## src/rtl/disp_pkg.sv

```systemverilog
`default_nettype none
// ============================================================================
//  Module      : disp_pkg
//  Description : Shared encodings and defaults for the display scan path.
//  Revision    : 1.0  initial release
// ============================================================================
package disp_pkg;

    // Source shown on the display
    localparam logic [1:0] SRC_OP1 = 2'd0;
    localparam logic [1:0] SRC_OP2 = 2'd1;
    localparam logic [1:0] SRC_RES = 2'd2;

    // Source-select FSM states
    typedef enum logic [0:0] {
        ST_SHOW_OP  = 1'b0,
        ST_SHOW_RES = 1'b1
    } disp_state_t;

    // Default geometry
    localparam int c_def_digits   = 4;
    localparam int c_def_prescale = 4;

endpackage
`default_nettype wire

```

## src/rtl/disp_tick_gen.sv

```systemverilog
`default_nettype none
// ============================================================================
//  Module      : disp_tick_gen
//  Description : Free-running prescaler; tick is high in the last cycle of
//                every PRESCALE-cycle period.
//  Revision    : 1.0  initial release
// ============================================================================
module disp_tick_gen
    import disp_pkg::*;
#(
    parameter int PRESCALE = c_def_prescale
) (
    input  logic clk,
    input  logic reset,
    output logic tick
);

    localparam int                 c_cnt_w = (PRESCALE > 1) ? $clog2(PRESCALE) : 1;
    localparam logic [c_cnt_w-1:0] c_last  = c_cnt_w'(PRESCALE - 1);

    logic [c_cnt_w-1:0] r_cnt;

    // Count 0..PRESCALE-1 and wrap
    always_ff @(posedge clk or negedge reset) begin
        if (!reset) begin
            r_cnt <= '0;
        end else if (r_cnt == c_last) begin
            r_cnt <= '0;
        end else begin
            r_cnt <= r_cnt + c_cnt_w'(1);
        end
    end

    assign tick = (r_cnt == c_last);

endmodule
`default_nettype wire

```

## src/rtl/disp_scan_ctrl.sv

```systemverilog
`default_nettype none
// ============================================================================
//  Module      : disp_scan_ctrl
//  Description : Selects operand/result for display, snapshots it at frame
//                start and scans it MSB-first one nibble per slot with
//                leading-zero blanking and a frame sync pulse.
//  Revision    : 1.0  initial release
// ============================================================================
module disp_scan_ctrl
    import disp_pkg::*;
#(
    parameter int DIGITS   = c_def_digits,
    parameter int PRESCALE = c_def_prescale,
    parameter int BLANK_LZ = 1
) (
    input  logic                  clk,
    input  logic                  reset,
    input  logic [4*DIGITS-1:0]   save1,
    input  logic [4*DIGITS-1:0]   save2,
    input  logic [4*DIGITS-1:0]   result,
    input  logic                  display_state,
    input  logic                  result_valid,
    input  logic                  clear,
    output logic [3:0]            digit_val,
    output logic [DIGITS-1:0]     digit_en,
    output logic                  blank,
    output logic                  sync,
    output logic [1:0]            src
);

    localparam int                 c_w        = 4 * DIGITS;
    localparam int                 c_idx_w    = (DIGITS > 1) ? $clog2(DIGITS) : 1;
    localparam logic [c_idx_w-1:0] c_last_idx = c_idx_w'(DIGITS - 1);

    logic               w_tick;
    logic [c_idx_w-1:0] r_idx;
    logic [c_w-1:0]     r_snap;
    disp_state_t        r_state;
    logic               r_ds_q;

    logic               w_frame_start;
    logic               w_ds_edge;
    logic [c_idx_w-1:0] w_idx_next;
    logic [1:0]         w_src_sel;
    logic [c_w-1:0]     w_src_val;
    logic [c_w-1:0]     w_snap_next;
    logic [3:0]         w_nib;
    logic               w_zero_run;
    logic               w_blank;

    disp_tick_gen #(
        .PRESCALE (PRESCALE)
    ) u_tick (
        .clk   (clk),
        .reset (reset),
        .tick  (w_tick)
    );

    assign w_frame_start = w_tick && (r_idx == c_last_idx);
    assign w_ds_edge     = display_state ^ r_ds_q;
    assign w_idx_next    = (r_idx == c_last_idx) ? '0 : r_idx + c_idx_w'(1);

    // Source currently selected by the FSM
    always_comb begin
        w_src_sel = (r_state == ST_SHOW_RES) ? SRC_RES
                  : (display_state ? SRC_OP2 : SRC_OP1);
        case (w_src_sel)
            SRC_OP2: w_src_val = save2;
            SRC_RES: w_src_val = result;
            default: w_src_val = save1;
        endcase
    end

    // Outputs for the new slot use the snapshot as it stands after this edge,
    // so slot 0 of a new frame already shows the freshly captured value.
    assign w_snap_next = w_frame_start ? w_src_val : r_snap;

    // Nibble for the upcoming slot and whether it lies in a leading-zero run
    always_comb begin
        w_nib      = w_snap_next[c_w-1 - 4*int'(w_idx_next) -: 4];
        w_zero_run = 1'b1;
        for (int k = 0; k < DIGITS; k++) begin
            if (k <= int'(w_idx_next) && w_snap_next[c_w-1 - 4*k -: 4] != 4'h0) begin
                w_zero_run = 1'b0;
            end
        end
        w_blank = (BLANK_LZ != 0) && (w_idx_next != c_last_idx) && w_zero_run;
    end

    // Source-select FSM; clear has priority, a display_state edge leaves result view
    always_ff @(posedge clk or negedge reset) begin
        if (!reset) begin
            r_state <= ST_SHOW_OP;
            r_ds_q  <= 1'b0;
        end else begin
            r_ds_q <= display_state;
            case (r_state)
                ST_SHOW_OP: begin
                    if (result_valid && !clear) begin
                        r_state <= ST_SHOW_RES;
                    end
                end
                ST_SHOW_RES: begin
                    if (clear || w_ds_edge) begin
                        r_state <= ST_SHOW_OP;
                    end
                end
                default: r_state <= ST_SHOW_OP;
            endcase
        end
    end

    // Slot index, snapshot and registered scan outputs, all advanced on tick
    always_ff @(posedge clk or negedge reset) begin
        if (!reset) begin
            r_idx     <= c_last_idx;
            r_snap    <= '0;
            digit_val <= 4'h0;
            digit_en  <= '0;
            blank     <= 1'b1;
            sync      <= 1'b0;
            src       <= SRC_OP1;
        end else begin
            sync <= 1'b0;
            if (w_tick) begin
                r_idx     <= w_idx_next;
                r_snap    <= w_snap_next;
                digit_val <= w_blank ? 4'h0 : w_nib;
                digit_en  <= DIGITS'(1) << w_idx_next;
                blank     <= w_blank;
                sync      <= w_frame_start;
                if (w_frame_start) begin
                    src <= w_src_sel;
                end
            end
        end
    end

endmodule
`default_nettype wire
```

## config.mk

```make
export PLATFORM = sky130hd
export DESIGN_NAME = disp_scan_ctrl
export DESIGN_NICKNAME = d
export VERILOG_FILES = /design/src/rtl/disp_pkg.sv /design/src/rtl/disp_tick_gen.sv /design/src/rtl/disp_scan_ctrl.sv
export SDC_FILE = /design/constraint.sdc
export NUM_CORES = 1
export LEC_CHECK = 0
export CAP_MARGIN = 5
export CORE_UTILIZATION = 43
export CTS_CLUSTER_DIAMETER = 30
export DETAILED_ROUTE_END_ITERATION = 8
export PLACE_DENSITY_LB_ADDON = 0.1
export SLEW_MARGIN = 20
export SYNTH_ARGS = -nofsm -noshare
export SYNTH_HDL_FRONTEND = slang
export SYNTH_SLANG_ARGS = --single-unit
```

## constraint.sdc

```tcl
create_clock -name clk -period 5.1 [get_ports clk]
set_clock_uncertainty 0.05 [all_clocks]
set_input_delay 1.02 -clock clk [delete_from_list [all_inputs] [get_ports clk]]
set_output_delay 1.02 -clock clk [all_outputs]
set_load 0.01 [all_outputs]
```

==> impl_metrics.yaml <==
detailed_routing:
  vias_per_cell: 5.50
  ant_nets: 0
  drtIter0Drc: 53
  drc: 0
  dr.pass1.iters: 4
  wl_mm: 4.50
  vias: 1668
  drt-wirelength-per-cell_um: 14.8
timing:
  rsz0062_at_grt: "no"
  period_minus_slack_ps: 2970
  fin_hold_ws_ps: 384
  setup_violations: 0
  worst_pin_slew_ps: 820
  max_slew_margin: 0.453
  slew_viol_final: 0
  setup_ws_ps: 2130
  finalHoldViolations: 0
  fin_tns_setup_ps: 0
  clock.fmax_mhz: 337
  fin_crit_sh: 0.583
synth:
  async_reset_ff_frac: 1.00
  syn_area_per_cell_um2: 10.3
  syn_area_mm2: 0.00194
  synth_area_leaders: "dfrtp_1 40%, mux2i_1 7.7%, dfstp_2 4.1%"
  synth_top_flop_cell: "dfrtp_1"
  synth.net_count: 248
  synth_edf_count: 0
  synth-warning-count: 0
  syn-instance-count: 189
  yosys.cell_count.top_type: "dfrtp_1"
  synth_common_cells: "31 x dfrtp_1, 15 x mux2i_1, 15 x nand2_1, 15 x o21ai_0, 13 x nor2_1"
  ys_types: 42
  synth_top_area_share: 0.399
  synth.yosys.seq_area_share: 0.440
  synth_area_leader_cell: "dfrtp_1"
  ys_seq_elements: 34
flow_run:
  cap_violations: 0
worst_setup_path:
  r2r_start: "r_idx[0]$_DFFE_PN1N_"
  worstSetupEndpointType: "flop"
  crit_arrival_ps: 3050
  reg2reg_to: "digit_val[1]$_DFFE_PN0N_"
  startpoint_type: "flop"
  cp_max_fo: 23
  reg2reg_depth: 6
  crit_type: "flop to flop"
  r2r_slack_ps: 2130
  required_ps: 5180
floorplanning:
  fp.dieArea_mm2: 0.00479
  rows: 24
  core_area_mm2: 0.00435
  initial_core_util: 0.446
  die_x_um: 69.2
  fp.dieH_um: 69.2
  io_pins: 65
pwr:
  powerDensity_mw_per_mm2: 234
  power.leakage_uw: 0.00112
  power_uw: 629
  vdd_ir_drop_max_mv: 0.161
clocking:
  cts_resized: 0
  cts-buffers-inserted: 5
  htreeDepth: 2
  cts.sinks: 34
  tritoncts: "built"
  postCtsSetupBuffers: 0
  root_buffer: "clkbuf_8"
  clkSlewWorstSetupHoldPaths_ps: 60
  cts_buffer_depth: 2
  clk_latency_ps: 280
  postCtsHoldBufs: 0
global_route:
  grt_overflow: 0
  grt_max_degree: 35
  track_usage: 0.203
  grt_pass1_vias: 1637
  grt_pass1_wl_mm: 7.80
  antenna_found_initial: 0
placed_design:
  dp_hpwl_mm: 3.32
  gp_congestion: 0.866
  place_ws_ps: 1920
  port_buffers: 64
finish:
  nets: 309
  area_delta_synth_final_pct: 38.4
  drive_gt1_frac: 0.116
  diodes: 0
  fin_util: 0.618
min_path:
  whs_path_depth: 1
  hp-start: "u_tick.r_cnt[0]$_DFF_PN0_"
  hp-class: "flop to flop"
  hold_end: "u_tick.r_cnt[0]$_DFF_PN0_"
outcome:
  status: "finished clean"
==> kinds of logic after synthesis <==
group                    Yosys count  synth area share
flip-flops                        34             0.440
buffers and inverters             21            0.0534
AO/OA/AOI/OAI                     54             0.213
adder cells (fa/ha/maj)            6            0.0386
XOR/XNOR                           1           0.00451
AND/OR/NAND/NOR                   52             0.131
multiplexers                      21             0.119
==> how the worst max path moves through the flow <==
stage	startpoint	endpoint	slack, ps
3_3_place_gp	display_state	digit_val[0]$_DFFE_PN0N_	2010
3_5_place_dp	display_state	digit_val[1]$_DFFE_PN0N_	1920
6_report	r_idx[0]$_DFFE_PN1N_	digit_val[1]$_DFFE_PN0N_	2130
2_1_floorplan	display_state	digit_val[0]$_DFFE_PN0N_	2770
4_1_cts	r_idx[0]$_DFFE_PN1N_	digit_val[1]$_DFFE_PN0N_	2090
5_1_grt	r_idx[0]$_DFFE_PN1N_	digit_val[1]$_DFFE_PN0N_	1830
==> placed cells by master, fill, tap and decap left out, types with 2 or more instances in the layout <==
cell type	instances
clkdlybuf4s50_1	64
dfrtp_1	31
mux2i_1	15
nand2_1	15
o21ai_0	15
nor2_1	13
nand4_1	9
inv_1	7
o211ai_1	7
a21oi_1	6
ha_1	6
clkbuf_8	6
a32oi_1	5
a21bo_2	4
nor3_1	4
o2111ai_1	4
mux2_2	4
a22oi_1	3
dfstp_2	3
buf_4	3
nor2b_1	2
o221ai_1	2
o21a_1	2
nand3_1	2
==> stage by stage <==
| step | instances | instance area (um2) |
|---|---|---|
| finish | 303 | 2690 |
| global route | 303 | 2690 |
| CTS | 303 | 2690 |
| detailed placement | 295 | 2600 |
| global placement | 295 | 2600 |
| floorplan | 189 | 1940 |
==> layer usage <==
metal / vias to the layer above / global-route usage / share of wire
li1: 821 / - / -
met1: 791 / 0.284 / 0.49
met2: 52 / 0.316 / 0.45
met3: 4 / 0.0465 / 0.054
met4: 0 / 0.0612 / 0.0065
met5: - / 0 / 0
==> cell type report <==
type	instances	area, um2
Multi-Input combinational cell	134	985
Inverter	8	30.0
Sequential cell	34	855
Fill cell	377	1670
Tap cell	52	65.1
Clock buffer	7	86.3
Timing Repair Buffer	67	663
Clock inverter	1	5.00
==> sequential cells by signal, indices dropped and copies added (netlist names) <==
name	cells
sync	1
src	2
r_state	1
digit_en	4
r_snap	16
r_idx	2
digit_val	4
u_tick.r_cnt	2
r_ds_q	1
blank	1
==> critical path: stages, from the launching register on <==
cell      delay [ps]
dfstp_2          630
ha_1             680
nand2_2          360
clkinv_1         270
o221ai_1         220
nor4_2           430
a32oi_1          190
==> power breakdown <==
part	switching [uW]	internal (uW)
logic	47.3	75.8
clock network	89.4	109
registers	15.9	292
total	153	477
(Power assumes the default switching activity.)
